### config.mk
export PLATFORM = sky130hd
export DESIGN_NAME = spi_display_target
export DESIGN_NICKNAME = d
export VERILOG_FILES = /design/src/rtl/spi_display_target.sv
export SDC_FILE = /design/constraint.sdc
export NUM_CORES = 1
export LEC_CHECK = 0
export ABC_AREA = 0
export CAP_MARGIN = 20
export CELL_PAD_IN_SITES_DETAIL_PLACEMENT = 1
export CELL_PAD_IN_SITES_GLOBAL_PLACEMENT = 1
export CORE_ASPECT_RATIO = 0.7
export CORE_MARGIN = 2
export CORE_UTILIZATION = 52
export DETAILED_ROUTE_END_ITERATION = 7
export PLACE_DENSITY = 0.93
export REMOVE_ABC_BUFFERS = 1
export SYNTH_ARGS = -nofsm -noshare
export SYNTH_HDL_FRONTEND = slang
export SYNTH_SLANG_ARGS = --single-unit
### constraint.sdc
create_clock -name clk -period 3.1 [get_ports clk]
set_input_delay 0.775 -clock clk [delete_from_list [all_inputs] [get_ports clk]]
set_output_delay 0.775 -clock clk [all_outputs]
set_load 0.005 [all_outputs]
### src/rtl/spi_display_target.sv
// SPI mode-0 display target: oversampled SPI inputs, byte assembly with a
// data/command tag, show-ahead receive FIFO with sticky overflow, and a
// response byte shifted out on MISO.
module spi_display_target #(
    parameter int FIFO_DEPTH  = 4,
    parameter int SYNC_STAGES = 2
) (
    input  logic       clk,
    input  logic       rst,
    input  logic       spi_clk,
    input  logic       display_csb,
    input  logic       spi_mosi,
    input  logic       data_commandb,
    output logic       spi_miso,
    output logic [7:0] rx_data,
    output logic       rx_dc,
    output logic       rx_valid,
    input  logic       rx_ready,
    input  logic [7:0] tx_data,
    output logic       overflow,
    input  logic       overflow_clr,
    output logic       frame_abort,
    output logic       busy
);
    localparam int AW = $clog2(FIFO_DEPTH);

    typedef enum logic {IDLE, SHIFT} state_t;

    // bit order in each stage: {spi_clk, csb, mosi, dc}
    logic [SYNC_STAGES-1:0][3:0] sync_q;
    logic sclk_s, csb_s, mosi_s, dc_s;
    logic sclk_prev_q, armed_q;
    logic rise, fall;

    state_t      state_q, state_d;
    logic [2:0]  cnt_q, cnt_d;
    logic [7:0]  rx_sh_q, rx_sh_d;
    logic [7:0]  tx_sh_q, tx_sh_d;
    logic        push_q, push_d;
    logic [8:0]  push_ent_q, push_ent_d;
    logic        abort_q, abort_d;

    logic [8:0]  mem_q [FIFO_DEPTH];
    logic [AW:0] wr_ptr_q, rd_ptr_q;
    logic        overflow_q;
    logic        full, empty, pop, wr_en, ovf_evt;

    assign sclk_s = sync_q[SYNC_STAGES-1][3];
    assign csb_s  = sync_q[SYNC_STAGES-1][2];
    assign mosi_s = sync_q[SYNC_STAGES-1][1];
    assign dc_s   = sync_q[SYNC_STAGES-1][0];

    assign rise = sclk_s & ~sclk_prev_q;
    assign fall = ~sclk_s & sclk_prev_q;

    // armed_q blocks a frame that was already in progress when reset released:
    // csb must be seen high once before a low csb counts as a frame
    assign busy = armed_q & ~csb_s;

    // input synchronizer chain for all four SPI-side signals
    always_ff @(posedge clk or negedge rst) begin
        if (!rst) sync_q <= '0;
        else      sync_q <= {sync_q[SYNC_STAGES-2:0], {spi_clk, display_csb, spi_mosi, data_commandb}};
    end

    // delayed spi_clk for edge detection, and csb-high arming
    always_ff @(posedge clk or negedge rst) begin
        if (!rst) begin
            sclk_prev_q <= 1'b0;
            armed_q     <= 1'b0;
        end else begin
            sclk_prev_q <= sclk_s;
            if (csb_s) armed_q <= 1'b1;
        end
    end

    // frame FSM and shifter state registers
    always_ff @(posedge clk or negedge rst) begin
        if (!rst) begin
            state_q    <= IDLE;
            cnt_q      <= '0;
            rx_sh_q    <= '0;
            tx_sh_q    <= '0;
            push_q     <= 1'b0;
            push_ent_q <= '0;
            abort_q    <= 1'b0;
        end else begin
            state_q    <= state_d;
            cnt_q      <= cnt_d;
            rx_sh_q    <= rx_sh_d;
            tx_sh_q    <= tx_sh_d;
            push_q     <= push_d;
            push_ent_q <= push_ent_d;
            abort_q    <= abort_d;
        end
    end

    // next-state: bit shifting on SPI edges, byte completion, abort detection
    always_comb begin
        state_d    = state_q;
        cnt_d      = cnt_q;
        rx_sh_d    = rx_sh_q;
        tx_sh_d    = tx_sh_q;
        push_d     = 1'b0;
        push_ent_d = push_ent_q;
        abort_d    = 1'b0;
        case (state_q)
            IDLE: begin
                if (busy) begin
                    state_d = SHIFT;
                    cnt_d   = '0;
                    tx_sh_d = tx_data;
                end
            end
            SHIFT: begin
                if (!busy) begin
                    state_d = IDLE;
                    cnt_d   = '0;
                    abort_d = (cnt_q != 3'd0);
                end else if (rise) begin
                    rx_sh_d = {rx_sh_q[6:0], mosi_s};
                    cnt_d   = cnt_q + 3'd1;
                    if (cnt_q == 3'd7) begin
                        push_d     = 1'b1;
                        push_ent_d = {dc_s, rx_sh_q[6:0], mosi_s};
                    end
                end else if (fall) begin
                    // counter zero on a falling edge means a byte boundary
                    if (cnt_q != 3'd0) tx_sh_d = {tx_sh_q[6:0], 1'b0};
                    else               tx_sh_d = tx_data;
                end
            end
            default: state_d = IDLE;
        endcase
    end

    assign spi_miso    = (state_q == SHIFT) & tx_sh_q[7];
    assign frame_abort = abort_q;

    assign empty   = (wr_ptr_q == rd_ptr_q);
    assign full    = (wr_ptr_q[AW] != rd_ptr_q[AW]) && (wr_ptr_q[AW-1:0] == rd_ptr_q[AW-1:0]);
    assign rx_valid = ~empty;
    assign pop     = rx_valid & rx_ready;
    // a pop in the same cycle frees the slot, so a full FIFO still accepts
    assign wr_en   = push_q & (~full | pop);
    assign ovf_evt = push_q & full & ~pop;

    assign rx_data = mem_q[rd_ptr_q[AW-1:0]][7:0];
    assign rx_dc   = mem_q[rd_ptr_q[AW-1:0]][8];
    assign overflow = overflow_q;

    // receive FIFO storage, pointers and sticky overflow
    always_ff @(posedge clk or negedge rst) begin
        if (!rst) begin
            for (int i = 0; i < FIFO_DEPTH; i++) mem_q[i] <= '0;
            wr_ptr_q   <= '0;
            rd_ptr_q   <= '0;
            overflow_q <= 1'b0;
        end else begin
            if (wr_en) begin
                mem_q[wr_ptr_q[AW-1:0]] <= push_ent_q;
                wr_ptr_q <= wr_ptr_q + (AW+1)'(1);
            end
            if (pop) rd_ptr_q <= rd_ptr_q + (AW+1)'(1);
            overflow_q <= ovf_evt | (overflow_q & ~overflow_clr);
        end
    end
endmodule
Word level (Yosys, flattened, before mapping)
Index checks and enable logic that the tools add are counted.
{ "totals": {"in_bits": 16, "out_inout_bits": 14, "register_bits": 83, "elab_cells": 84} }
{ "classes": {"order_cmp": 3, "muxes": 23, "add_sub_neg": 3, "n_bitwise": 21, "n_eq_ne": 9, "reduce_logical": 7} }
{ "op_table": {"columns": ["cell", "n"], "rows": [
  ["8-bit 2-to-1 mux", 5],
  ["36-bit bitwise mux", 1],
  ["9-bit 2-to-1 mux", 3],
  ["9-bit binary-select mux with 2-bit select", 1],
  ["9-bit demux with 2-bit select", 1],
  ["8-bit case mux with 2 select lines", 1],
  ["3-bit by 1-bit adder with 3-bit output, second input constant", 3],
  ["1-bit AND", 9],
  ["3-bit 2-to-1 mux", 3],
  ["2-bit != test, second input constant", 4],
  ["1-bit inverter", 8],
  ["4-bit AND reduction", 2],
  ["1-bit 2-to-1 mux", 7],
  ["3-bit greater-or-equal comparator, second input constant", 2],
  ["2-bit inverter with 3-bit output", 2],
  ["3-bit case mux with 2 select lines", 1],
  ["3-bit == test", 1],
  ["3-bit == test, second input constant", 1],
  ["3-bit by 1-bit < comparator with 1-bit output, second input constant", 1],
  ["3-bit != test, second input constant", 1],
  ["3-bit AND reduction", 1],
  ["3-bit nonzero test", 1],
  ["2-bit == test", 1],
  ["1-bit logical AND", 2],
  ["other kinds (3)", 4]
]} }

Depth between registers and ports, before layout
{ "depth": {"word_depth": 6, "depth_mapped": 6, "mapped_depth_nobuf": 6} }

Worst setup path before layout
No wires, ideal clock.
{ "synth_timing": {"kind": "reg2out", "startpoint": "register rd_ptr_q[0]", "endpoint": "output rx_data[0]", "required_time_ns": 2.325, "path_stages_with_launch": 3, "slack_ns": 1.138, "path_buffers": 1, "t_arrival_ns": 1.187, "cell_sequence": "dfrtp_1 -> buf_2 -> mux4_2"} }
{ "synth_between": {"elab_chain_len": 4} }
{ "synth_lines": {"columns": ["item", "line", "text"], "rows": [
  ["start, declared", "44", "logic [AW:0] wr_ptr_q, rd_ptr_q;"],
  ["start signal, assigned", "164", "if (pop) rd_ptr_q <= rd_ptr_q + (AW+1)'(1);"],
  ["2-bit inverter with 3-bit output (not written as such)", "148", "assign rx_data = mem_q[rd_ptr_q[AW-1:0]][7:0];"],
  ["9-bit binary-select mux with 2-bit select", "148", null],
  ["9-bit 2-to-1 mux (2 in series)", null, null],
  ["end, declared", "15", "output logic [7:0] rx_data,"]
]} }
No other way between the ends. The select of a mux whose other input is x is not followed.

Worst setup path in the final report
{ "layout_timing": {"startpoint": "register rd_ptr_q[0]", "endpoint": "output rx_dc"} }
{ "layout_between": {"elab_chain_len": 4} }
{ "layout_lines": {"columns": ["item", "line", "text"], "rows": [
  ["2-bit inverter with 3-bit output (not written as such)", "149", "assign rx_dc = mem_q[rd_ptr_q[AW-1:0]][8];"],
  ["9-bit binary-select mux with 2-bit select", "149", null],
  ["9-bit 2-to-1 mux (not written as such) (2 in series)", "149", null],
  ["end, declared", "16", "output logic rx_dc,"]
]} }
No other way between the ends. The select of a mux whose other input is x is not followed.

==> results.ini <==
[outcome]
outcome=finished, final reports clean

[worst_setup_path]
path_cells=buf_4 > mux4_2 > clkdlybuf4s50_1
crit_fanout=8
cp.arrival_ps=2110
end_kind=output pin
startpoint_type=flop
required_ps=2320
critPathKind=flop to output pin
r2r_start=rd_ptr_q[1]$_DFFE_PN0P_
startpoint=rd_ptr_q[0]$_DFFE_PN0P_
slowest_stage=mux4_2
cpPeakStageDelay_ps=530

[pwr]
vdd_drop_max_v=0.0002567
p_total_mw=2.243
power.density_nw_per_um2=547.9
leakage_nw=1.972

[global_route]
antenna_found_initial=0
grt-ovfl-total=0
first_global_vias=2267
grt_start_max_net_pins=84
grt_pass1_wl_mm=12.04
grt.total_usage_pct=22.37

[detailed_routing]
via_per_inst=5.435
drt-wirelength-per-cell_um=19.83
dr_total_vias=2011
firstDrtPassIters=4
wl_mm=7.338
route.detailed.drc=0
drtIter0Drc=116
ant_nets=0

[floorplanning]
dieWidth_um=102.2
core_area_um2=6631
dieHeight_um=72.73
dieArea_um2=7431
row_count=25
ios=30
initial_core_util_pct=52.91

[timing]
holdWs_ps=222.5
worst_slack_ps=218.4
maxSlewHeadroom_pct=59.89
drv_slew=0
finalHoldViolCount=0
fin_tns_setup_ps=0
grt_setup_unrepaired=false
setup_viol_count_final=0
tightest_slew_ps=601.6
fmax_mhz=347.0
skew_ps=11.47
period_share_pct=92.96
min_period_ps=2882

[final_layout]
utilization_pct=61.72
nets=295
areaGrowthSynthToFinish_pct=16.65
final_area_um2=4093
final_layout_size_suffix_gt1_share_pct=32.61
instances_no_fill=370
antenna_cells=0

[cts]
numCtsBuffers=9
cts_setup_buffers=0
clock-sinks=83
cts_root_buffer=clkbuf_8
cts_tree=built
postCtsHoldBufs=0
cts.repair.resized=0
htreeDepth=3
clock_latency_ps=350
clkSlewWorstSetupHoldPaths_ps=90
cts.path.max_buffers=2

[yosys]
synth_cell_types=34
netlist_area_um2=3508
yosys-top-cells-area=dfrtp_1, mux2_2, mux4_2
ys_top_cells_by_count=dfrtp_1, mux2_2, inv_1, mux4_2
synth_top_area_share_pct=59.20
synth_flop_cell=dfrtp_1
yosysTopAreaCell=dfrtp_1
synth-async-reset-ratio_pct=100.0
synth.most_common_cell=dfrtp_1
synthCells=234
synth_seq_area_share_pct=59.20
synth_seq_cells=83
synth_edf_count=0
avgSynthCellArea_um2=14.99
yosys_warnings=0

[placed_design]
dpl.hpwl_mm=5.140
port-buffer-count=29
post_dp_cell_area_um2=3889
placedCellCount=352
gp_congestion=0.7509
place_ws_ps=569.1

[worst_hold_path]
worstHoldPathType=primary input to async pin

[flow_run]
maxCapViolations=0

[worst paths after layout]
kind | to | slack, ps | cells after the start
setup / recovery | rx_dc | 220 | 3
hold / removal | tx_sh_q[4]$_DFFE_PN0P_ | 220 | 1
setup reg to reg | mem_q[18]$_DFFE_PN0P_ | 1060 | 4
hold reg to reg | sclk_s$_DFF_PN0_ | 350 | 0
max in group asynchronous | mem_q[30]$_DFFE_PN0P_ | 2300 | 2
min in group clk | sclk_s$_DFF_PN0_ | 350 | 0
[cell usage in the layout, fill, tap and decap left out, types with 2 or more instances in the layout]
cell / netlist / layout
nand3_2: 3 / 3
inv_1: 10 / 10
ha_1: 8 / 8
o21ai_0: 2 / 2
mux2i_1: 8 / 8
buf_4: 2 / 3
mux2_1: 2 / 2
clkdlybuf4s50_1: 0 / 28
xnor2_1: 6 / 6
nand2b_1: 2 / 2
o22ai_1: 2 / 2
nor2_1: 8 / 8
clkinvlp_4: 0 / 3
nand2_1: 6 / 6
mux4_2: 9 / 9
nand3_1: 2 / 2
dfrtp_1: 83 / 83
and2_1: 2 / 2
clkbuf_8: 0 / 9
clkinv_2: 0 / 2
a21oi_1: 8 / 8
mux2_2: 53 / 53
[power breakdown]
group / total (mW) / internal, mW / switching, mW
Combinational: 0.321 / 0.170 / 0.151
Sequential: 1.24 / 1.14 / 0.0905
Clock: 0.686 / 0.291 / 0.395
Total: 2.24 / 1.61 / 0.637
[worst max-delay path: cells and delay by family (launching register included)]
kind / cells / cell delay [ps]
buffers and inverters: 2 / 750
flip-flops: 1 / 470
multiplexers: 1 / 530
[cell families after synthesis]
family                   after synthesis  share of synthesized area, %
AO/OA/AOI/OAI                         15                         2.497
flip-flops                            83                         59.20
XOR/XNOR                               7                         1.748
multiplexers                          72                         25.71
buffers and inverters                 17                         2.104
adder cells (fa/ha/maj)                8                         2.853
AND/OR/NAND/NOR                       32                         5.885
[cell type report]
class	count	area (um^2)
fill	643	2539
tap	94	117.6
clock inverter	6	41.29
clock buffer	10	127.6
inverter	11	41.29
multi-input combinational	134	1358
timing repair buffer	32	330.3
sequential	83	2077
[per-layer routing]
| metal | track usage, % | wire length [um] | share of wire (%) | up-vias |
|---|---|---|---|---|
| met4 | 7.704 | 110 | 1.5 | 0 |
| met1 | 28.73 | 3075 | 42 | 1059 |
| met2 | 37.06 | 3904 | 53 | 40 |
| li1 | - | - | - | 903 |
| met5 | 0 | 0 | 0 | - |
| met3 | 6.322 | 247 | 3.4 | 9 |
[flip-flops by register name, summed over array words and instances (netlist names)]
signal / flops
rd_ptr_q: 3
push_ent_q: 9
rx_sh_q: 7
sync_q: 4
mem_q: 36
tx_sh_q: 8
csb_s: 1
wr_ptr_q: 3
mosi_s: 1
dc_s: 1
armed_q: 1
sclk_s: 1
push_q: 1
frame_abort: 1
state_q: 1
overflow: 1
sclk_prev_q: 1
cnt_q: 3
(Power assumes the default switching activity.)
